==> config.mk <==
export PLATFORM = sky130hd
export DESIGN_NAME = pc_sequencer_flat
export DESIGN_NICKNAME = d
export VERILOG_FILES = /design/src/rtl/cpu19_pkg.sv /design/src/rtl/pc_sequencer_if.sv /design/src/rtl/pc_sequencer_ret_stack.sv /design/src/rtl/pc_sequencer.sv /design/src/flat_wrapper.sv
export SDC_FILE = /design/constraint.sdc
export NUM_CORES = 1
export LEC_CHECK = 0
export ABC_CLOCK_PERIOD_IN_PS = 4700
export CAP_MARGIN = 10
export CORE_MARGIN = 3
export CORE_UTILIZATION = 40
export DETAILED_ROUTE_END_ITERATION = 10
export DONT_BUFFER_PORTS = 1
export HOLD_SLACK_MARGIN = 0.05
export PLACE_DENSITY = 0.61
export SYNTH_ARGS = -nofsm -noshare
export SYNTH_HDL_FRONTEND = slang
export SYNTH_SLANG_ARGS = --single-unit
==> constraint.sdc <==
create_clock -name clk -period 4.7 [get_ports clk]
set_clock_uncertainty 0.1 [all_clocks]
set_input_delay 0.94 -clock clk [delete_from_list [all_inputs] [get_ports clk]]
set_output_delay 0.94 -clock clk [all_outputs]
set_load 0.03 [all_outputs]
==> src/rtl/cpu19_pkg.sv <==
// Shared definitions for the 19-bit CPU family.
// Contents: opcode encodings, opcode field width, immediate field positions,
// sequencer FSM state type and an illegal-opcode helper.
package cpu19_pkg;

  localparam int OPC_W = 5;

  localparam logic [OPC_W-1:0] OP_R    = 5'b00000;
  localparam logic [OPC_W-1:0] OP_I    = 5'b00001;
  localparam logic [OPC_W-1:0] OP_S    = 5'b00010;
  localparam logic [OPC_W-1:0] OP_BEQ  = 5'b00011;
  localparam logic [OPC_W-1:0] OP_BNE  = 5'b00100;
  localparam logic [OPC_W-1:0] OP_JMP  = 5'b00101;
  localparam logic [OPC_W-1:0] OP_CALL = 5'b00110;
  localparam logic [OPC_W-1:0] OP_RET  = 5'b00111;

  // Branch offset (8-bit two's complement) and jump/call target fields
  localparam int IMM8_MSB = 7;
  localparam int IMM8_LSB = 0;
  localparam int JIMM_MSB = 13;
  localparam int JIMM_LSB = 0;

  typedef enum logic [1:0] {
    ST_IDLE  = 2'd0,
    ST_FETCH = 2'd1,
    ST_ISSUE = 2'd2,
    ST_TRAP  = 2'd3
  } state_t;

  function automatic logic op_is_illegal(input logic [OPC_W-1:0] op);
    return (op > OP_RET);
  endfunction

endpackage

==> src/rtl/pc_sequencer_if.sv <==
// Bus bundle for the PC sequencer.
// Groups the instruction-memory fetch handshake (imem_req/imem_addr/imem_ack/
// imem_rdata) and the downstream issue handshake (instr_valid/instr/pc_out/
// core_ready) plus the branch-compare input br_eq.
//   master : the sequencer side
//   slave  : instruction memory + datapath side
interface pc_sequencer_if #(
  parameter int PC_W    = 14,
  parameter int INSTR_W = 19
) ();

  logic               imem_req;
  logic [PC_W-1:0]    imem_addr;
  logic               imem_ack;
  logic [INSTR_W-1:0] imem_rdata;
  logic               instr_valid;
  logic [INSTR_W-1:0] instr;
  logic [PC_W-1:0]    pc_out;
  logic               core_ready;
  logic               br_eq;

  modport master (
    output imem_req, imem_addr, instr_valid, instr, pc_out,
    input  imem_ack, imem_rdata, core_ready, br_eq
  );

  modport slave (
    input  imem_req, imem_addr, instr_valid, instr, pc_out,
    output imem_ack, imem_rdata, core_ready, br_eq
  );

endinterface

==> src/rtl/pc_sequencer_ret_stack.sv <==
// ret_stack: hardware return-address LIFO for the PC sequencer.
// Ports:
//   clk, rst (async, active-low)
//   push/din  : push a return address (ignored when full)
//   pop       : discard the top entry (ignored when empty)
//   top       : current top-of-stack, valid when !empty
//   count     : number of stored entries
//   full/empty: status flags
// push and pop are never asserted in the same cycle.
module ret_stack #(
  parameter int PC_W        = 14,
  parameter int STACK_DEPTH = 8
) (
  input  logic                               clk,
  input  logic                               rst,
  input  logic                               push,
  input  logic                               pop,
  input  logic [PC_W-1:0]                    din,
  output logic [PC_W-1:0]                    top,
  output logic [$clog2(STACK_DEPTH+1)-1:0]   count,
  output logic                               full,
  output logic                               empty
);

  localparam int CW = $clog2(STACK_DEPTH+1);
  localparam int AW = $clog2(STACK_DEPTH);

  logic [PC_W-1:0] mem [0:STACK_DEPTH-1];
  logic [CW-1:0]   count_reg;
  logic [PC_W-1:0] top_reg;
  logic [CW-1:0]   below_idx;

  // Index of the entry that becomes the new top after a pop
  assign below_idx = count_reg - CW'(2);

  assign full  = (count_reg == CW'(STACK_DEPTH));
  assign empty = (count_reg == '0);
  assign count = count_reg;
  assign top   = top_reg;

  // Storage array: written on push, no reset needed
  always_ff @(posedge clk) begin
    if (push && !full)
      mem[count_reg[AW-1:0]] <= din;
  end

  // The top entry is kept in a register so the sequencer sees it without a
  // read delay; the array itself is only read at the clock edge of a pop.
  always_ff @(posedge clk or negedge rst) begin
    if (!rst) begin
      count_reg <= '0;
      top_reg   <= '0;
    end else if (push && !full) begin
      count_reg <= count_reg + CW'(1);
      top_reg   <= din;
    end else if (pop && !empty) begin
      count_reg <= count_reg - CW'(1);
      top_reg   <= (count_reg >= CW'(2)) ? mem[below_idx[AW-1:0]] : '0;
    end
  end

endmodule

==> src/rtl/pc_sequencer.sv <==
// pc_sequencer: multi-cycle program-counter sequencer for the 19-bit CPU.
// Fetches over imem_req/imem_ack, issues over instr_valid/core_ready and
// resolves BEQ/BNE/JMP/CALL/RET internally with a return-address stack.
// Ports:
//   clk         clock, rising edge
//   rst         asynchronous active-low reset
//   bus         pc_sequencer_if.master (fetch + issue handshakes, br_eq)
//   illegal_op  one-cycle pulse after accepting an opcode above RET
//   trap        sticky return-stack overflow/underflow
//   stack_count entries currently in the return stack
module pc_sequencer
  import cpu19_pkg::*;
#(
  parameter int INSTR_W     = 19,
  parameter int PC_W        = 14,
  parameter int STACK_DEPTH = 8,
  parameter int RESET_PC    = 0
) (
  input  logic                              clk,
  input  logic                              rst,
  pc_sequencer_if.master                    bus,
  output logic                              illegal_op,
  output logic                              trap,
  output logic [$clog2(STACK_DEPTH+1)-1:0]  stack_count
);

  state_t             state_reg;
  logic [PC_W-1:0]    pc_reg;
  logic [INSTR_W-1:0] instr_reg;
  logic               imem_req_reg;
  logic [PC_W-1:0]    imem_addr_reg;
  logic               instr_valid_reg;
  logic [PC_W-1:0]    pc_out_reg;
  logic               illegal_reg;
  logic               trap_reg;

  logic [OPC_W-1:0]   opcode;
  logic [PC_W-1:0]    pc_plus1;
  logic [PC_W-1:0]    br_off;
  logic [PC_W-1:0]    jump_target;
  logic [PC_W-1:0]    pc_next;
  logic [PC_W-1:0]    stk_top;
  logic               stk_full;
  logic               stk_empty;
  logic               accept;
  logic               stk_push;
  logic               stk_pop;
  logic               stack_fault;

  assign opcode      = instr_reg[INSTR_W-1 -: OPC_W];
  assign pc_plus1    = pc_reg + PC_W'(1);
  // Sign-extend the 8-bit offset to PC width; sums then wrap naturally
  assign br_off      = PC_W'($signed(instr_reg[IMM8_MSB:IMM8_LSB]));
  assign jump_target = PC_W'(instr_reg[JIMM_MSB:JIMM_LSB]);
  assign accept      = (state_reg == ST_ISSUE) && bus.core_ready;

  always_comb begin
    pc_next     = pc_plus1;
    stk_push    = 1'b0;
    stk_pop     = 1'b0;
    stack_fault = 1'b0;
    case (opcode)
      OP_BEQ:  pc_next = bus.br_eq  ? pc_plus1 + br_off : pc_plus1;
      OP_BNE:  pc_next = !bus.br_eq ? pc_plus1 + br_off : pc_plus1;
      OP_JMP:  pc_next = jump_target;
      OP_CALL: begin
        pc_next     = jump_target;
        stk_push    = accept && !stk_full;
        stack_fault = accept && stk_full;
      end
      OP_RET: begin
        pc_next     = stk_top;
        stk_pop     = accept && !stk_empty;
        stack_fault = accept && stk_empty;
      end
      default: pc_next = pc_plus1;
    endcase
  end

  ret_stack #(
    .PC_W        (PC_W),
    .STACK_DEPTH (STACK_DEPTH)
  ) u_ret_stack (
    .clk   (clk),
    .rst   (rst),
    .push  (stk_push),
    .pop   (stk_pop),
    .din   (pc_plus1),
    .top   (stk_top),
    .count (stack_count),
    .full  (stk_full),
    .empty (stk_empty)
  );

  always_ff @(posedge clk or negedge rst) begin
    if (!rst) begin
      state_reg       <= ST_IDLE;
      pc_reg          <= PC_W'(RESET_PC);
      instr_reg       <= '0;
      imem_req_reg    <= 1'b0;
      imem_addr_reg   <= '0;
      instr_valid_reg <= 1'b0;
      pc_out_reg      <= '0;
      illegal_reg     <= 1'b0;
      trap_reg        <= 1'b0;
    end else begin
      illegal_reg <= 1'b0;
      case (state_reg)
        ST_IDLE: begin
          state_reg     <= ST_FETCH;
          imem_req_reg  <= 1'b1;
          imem_addr_reg <= pc_reg;
        end
        ST_FETCH: begin
          if (bus.imem_ack) begin
            instr_reg       <= bus.imem_rdata;
            imem_req_reg    <= 1'b0;
            imem_addr_reg   <= '0;
            instr_valid_reg <= 1'b1;
            pc_out_reg      <= pc_reg;
            state_reg       <= ST_ISSUE;
          end
        end
        ST_ISSUE: begin
          if (bus.core_ready) begin
            instr_valid_reg <= 1'b0;
            pc_out_reg      <= '0;
            if (stack_fault) begin
              // PC and stack stay as they were; only reset leaves TRAP
              trap_reg  <= 1'b1;
              state_reg <= ST_TRAP;
            end else begin
              pc_reg        <= pc_next;
              imem_req_reg  <= 1'b1;
              imem_addr_reg <= pc_next;
              illegal_reg   <= op_is_illegal(opcode);
              state_reg     <= ST_FETCH;
            end
          end
        end
        ST_TRAP: begin
          imem_req_reg    <= 1'b0;
          instr_valid_reg <= 1'b0;
        end
        default: state_reg <= ST_IDLE;
      endcase
    end
  end

  assign bus.imem_req    = imem_req_reg;
  assign bus.imem_addr   = imem_addr_reg;
  assign bus.instr_valid = instr_valid_reg;
  assign bus.instr       = instr_reg;
  assign bus.pc_out      = pc_out_reg;
  assign illegal_op      = illegal_reg;
  assign trap            = trap_reg;

endmodule
==> src/flat_wrapper.sv <==
// flat-port wrapper written by rule: the top's interface ports become plain ports
module pc_sequencer_flat import cpu19_pkg::*;
#(
  parameter int INSTR_W     = 19,
  parameter int PC_W        = 14,
  parameter int STACK_DEPTH = 8,
  parameter int RESET_PC    = 0
)
  (clk, rst, illegal_op, trap, stack_count, bus_imem_req, bus_imem_addr, bus_instr_valid, bus_instr, bus_pc_out, bus_imem_ack, bus_imem_rdata, bus_core_ready, bus_br_eq);
  pc_sequencer_if #(.PC_W(PC_W), .INSTR_W(INSTR_W)) bus_i ();
  input  logic clk;
  input  logic rst;
  output logic illegal_op;
  output logic trap;
  output logic [$clog2(STACK_DEPTH+1)-1:0] stack_count;
  output wire logic [$bits(bus_i.imem_req)-1:0] bus_imem_req;
  output wire logic [$bits(bus_i.imem_addr)-1:0] bus_imem_addr;
  output wire logic [$bits(bus_i.instr_valid)-1:0] bus_instr_valid;
  output wire logic [$bits(bus_i.instr)-1:0] bus_instr;
  output wire logic [$bits(bus_i.pc_out)-1:0] bus_pc_out;
  input wire logic [$bits(bus_i.imem_ack)-1:0] bus_imem_ack;
  input wire logic [$bits(bus_i.imem_rdata)-1:0] bus_imem_rdata;
  input wire logic [$bits(bus_i.core_ready)-1:0] bus_core_ready;
  input wire logic [$bits(bus_i.br_eq)-1:0] bus_br_eq;
  assign bus_imem_req = bus_i.imem_req;
  assign bus_imem_addr = bus_i.imem_addr;
  assign bus_instr_valid = bus_i.instr_valid;
  assign bus_instr = bus_i.instr;
  assign bus_pc_out = bus_i.pc_out;
  assign bus_i.imem_ack = bus_imem_ack;
  assign bus_i.imem_rdata = bus_imem_rdata;
  assign bus_i.core_ready = bus_core_ready;
  assign bus_i.br_eq = bus_br_eq;
  pc_sequencer #(.INSTR_W(INSTR_W), .PC_W(PC_W), .STACK_DEPTH(STACK_DEPTH), .RESET_PC(RESET_PC)) u_core (.clk(clk), .rst(rst), .bus(bus_i), .illegal_op(illegal_op), .trap(trap), .stack_count(stack_count));
endmodule
==> impl_metrics.csv <==
group,metric,value,unit
floorplanning,dieHeight,158.5,um
critical_path,crit_chain,"nand4_2 -> nor2_1 -> nand2_1 -> xnor2_1 -> ha_1 -> a211oi_1 -> o21bai_1 -> nor4b_1 -> a21oi_1 -> xor2_1 -> o211a_1 -> a211oi_1",
drt,viasPerCell,5.683,
sta,slew_violations,0,
layout,syn2layout_area_growth,9.632,%
logic_synthesis,yosys_warnings,0,
drt,drt_pass1_iterations,5,
layout,diodes,0,
logic_synthesis,synth-main-ff-cell,"edfxtp_1",
global_routing,first_global_vias,5983,
logic_synthesis,syn_nets,756,
layout,nNetsFinal,751,
layout,mostFrequentLayoutCells,"edfxtp_1, dfrtp_1, a21oi_1",
placed_design,port_buffers,0,
pwr,peakVddDrop,0.4479,mV
sta,fin_crit,3.992,ns
sta,period_share,0.8495,
sta,fin_setup_tns,0,ns
cts,cts.repair.resized,0,
pwr,p_per_area,753.8,nW/um2
critical_path,cp.required,4.94,ns
placed_design,dp.cells,991,
critical_path,critPathKind,"reg -> reg",
pwr,finalPower,7686,uW
critical_path,worst_setup_path_start_kind,"register",
layout,fillers,2021,
cts,cts.htree.levels,4,
critical_path,cp_slowest_cell,"xnor2_1",
critical_path,cp.arrival,4.23,ns
global_routing,grt_max_degree,86,
logic_synthesis,async_flop_share,0.4315,
drt,wire_per_inst,22.23,um
layout,instances_no_fill,1023,
run,drv_cap,0,
placed_design,hpwlAfterDp,15800,um
critical_path,cp_common_cell,"a211oi_1",
floorplanning,die_w,158.5,um
outcome,status,"completed",
critical_path,rrSetupSlack,0.71,ns
global_routing,grt_overflow,0,
logic_synthesis,syn_area,9300,um2
cts,clock_sink_count,197,
logic_synthesis,syn_area_per_cell,13.23,um2
drt,antenna_left,0,
drt,remaining_drc_errors,0,
logic_synthesis,ys_ff_latch,197,
logic_synthesis,ys_seq_area_frac,0.5903,
floorplanning,core,22780,um2
cts,insertion_delay,0.43,ns
cts,cts_buffers,17,
critical_path,max_stage_delay,0.87,ns
floorplanning,initial_core_util,0.4083,
hold_path,worstHoldPathType,"in -> async",
sta,setup_viol,0,
global_routing,grt_pass1_wl,35180,um
layout,largest_reg_flops,112,
cts,cts-root-buf,"clkbuf_16",
floorplanning,fp-row-count,55,
logic_synthesis,synth_cell_types,63,
layout,drive_above_1_share,0.1437,
cts,postCtsSetupBuffers,0,
sta,rsz0062_at_grt,"no",
cts,clk_pin_slew_worst_paths,0.07,ns
cts,cts.path.max_buffers,2,
drt,drt-initial-drc-count,483,
logic_synthesis,yosysTopAreaCell,"edfxtp_1",
sta,tightest_slew,1.154,ns
pwr,leakage,0.003820,uW
global_routing,antenna_found_initial,0,
critical_path,critPathMaxFanout,11,
cts,cts_tree,"done",
sta,slew_headroom,0.2295,
sta,hold_viol,0,
logic_synthesis,syn_inst,703,
layout,final_common_cell,"edfxtp_1",
logic_synthesis,synth_top_area_share,0.3616,
drt,wl,22740,um
drt,via_count,5814,
sta,clock.fmax,0.2505,GHz
floorplanning,die_area,25120,um2
global_routing,grt.total_usage,0.1852,
logic_synthesis,synth_area_leaders,"edfxtp_1, dfrtp_1, mux4_2",
logic_synthesis,synth_edf_count,112,
cts,cts_hold_buf,0,
placed_design,place_congestion,0.8211,
critical_path,critPathCaptureType,"register",
floorplanning,pin_count,79,
cell type report:
class / count / area (um2) / share of cell area
clock buffer: 19 / 432.9 / 0.04246
clock inverter: 12 / 130.1 / 0.01276
inverter: 26 / 97.59 / 0.009572
multi-input combinational: 443 / 3553 / 0.3485
sequential: 197 / 5493 / 0.5387
tap: 313 / 391.6 / 0.03841
timing repair buffer: 13 / 97.59 / 0.009572
layer usage:
metal	up-vias	routed length, um	share of wire	global-route usage
met5	-	0	0	0
met4	0	427	0.019	0.06145
met3	35	1304	0.057	0.04349
met2	196	11160	0.49	0.3020
met1	2930	9851	0.43	0.2462
li1	2653	-	-	-
critical path: cells and delay by family, from the launching register on:
family,cells,cell delay [ns]
AND/OR/NAND/NOR,4,0.72
XOR/XNOR,2,1.08
flip-flops,1,0.53
adder cells (fa/ha/maj),1,0.47
AO/OA/AOI/OAI,5,1.00
synthesized netlist by cell type, types with 4 or more instances:
cell / n
xor2_1: 12
a21o_1: 8
clkbuf_1: 14
buf_2: 17
nand3_1: 10
xnor2_1: 14
nand4_1: 7
o221ai_1: 5
edfxtp_1: 112
a22oi_1: 7
nor2b_1: 7
mux4_2: 28
o31ai_1: 11
nand2b_1: 9
o21ai_0: 26
mux2_2: 20
o21a_1: 9
a21oi_1: 48
mux2i_1: 17
nor2_1: 41
dfrtp_1: 85
a21boi_0: 4
nand2_1: 42
nor3_1: 7
a222oi_1: 6
a211oi_1: 12
ha_1: 27
and3_1: 8
and2_1: 7
and4_1: 6
inv_1: 25
metrics by stage:
stage | cell area [um2] | util | setup slack (ns) | hold slack, ns
after floorplan | 9300 | - | 1.603 | 0.3889
after global placement | 9625 | 0.4226 | 0.8885 | 0.4189
after detailed placement | 9625 | 0.4226 | 0.7935 | 0.4179
after CTS | 10190 | 0.4473 | 0.7778 | 0.07228
after global routing | 10200 | 0.4476 | 0.2883 | 0.07586
final | 10200 | 0.4476 | 0.7075 | 0.09644
cells by family (layout without fill, tap and decap cells):
logic type                 count (synthesis)  in the layout  share of synthesized area
AOI/OAI and AO/OA                        163            163                     0.1157
xor gates and xnor gates                  26             26                    0.02449
adders and majority gates                 29             29                    0.04063
buffers and inverters                     63             70                    0.02839
DFF                                      197            197                     0.5903
muxes                                     65             65                     0.1103
and+or+nand+nor                          160            160                    0.09014
power by group:
| group | internal [uW] | leakage (uW) | switching (uW) | total, uW |
|---|---|---|---|---|
| Clock | 782 | 0.000263 | 637 | 1420 |
| Combinational | 1210 | 0.00151 | 1830 | 3040 |
| Sequential | 2350 | 0.00205 | 871 | 3220 |
| Total | 4350 | 0.00382 | 3340 | 7690 |
final timing paths:
path,from,to,cells after the start
worst max-delay path,u_core.pc_reg[6]$_DFFE_PN0P_,u_core.pc_reg[13]$_DFFE_PN0P_,12
worst min-delay path,rst,u_core.bus.imem_req$_DFFE_PN0P_,0
worst max register to register,u_core.pc_reg[6]$_DFFE_PN0P_,u_core.pc_reg[13]$_DFFE_PN0P_,12
worst min register to register,u_core.u_ret_stack.top[13]$_DFFE_PN0P_,u_core.u_ret_stack.top[13]$_DFFE_PN0P_,2
max in group asynchronous,rst,u_core.u_ret_stack.top[4]$_DFFE_PN0P_,0
min in group clk,u_core.u_ret_stack.top[13]$_DFFE_PN0P_,u_core.u_ret_stack.top[13]$_DFFE_PN0P_,2
Note: power is estimated with default switching activity, not from simulation.
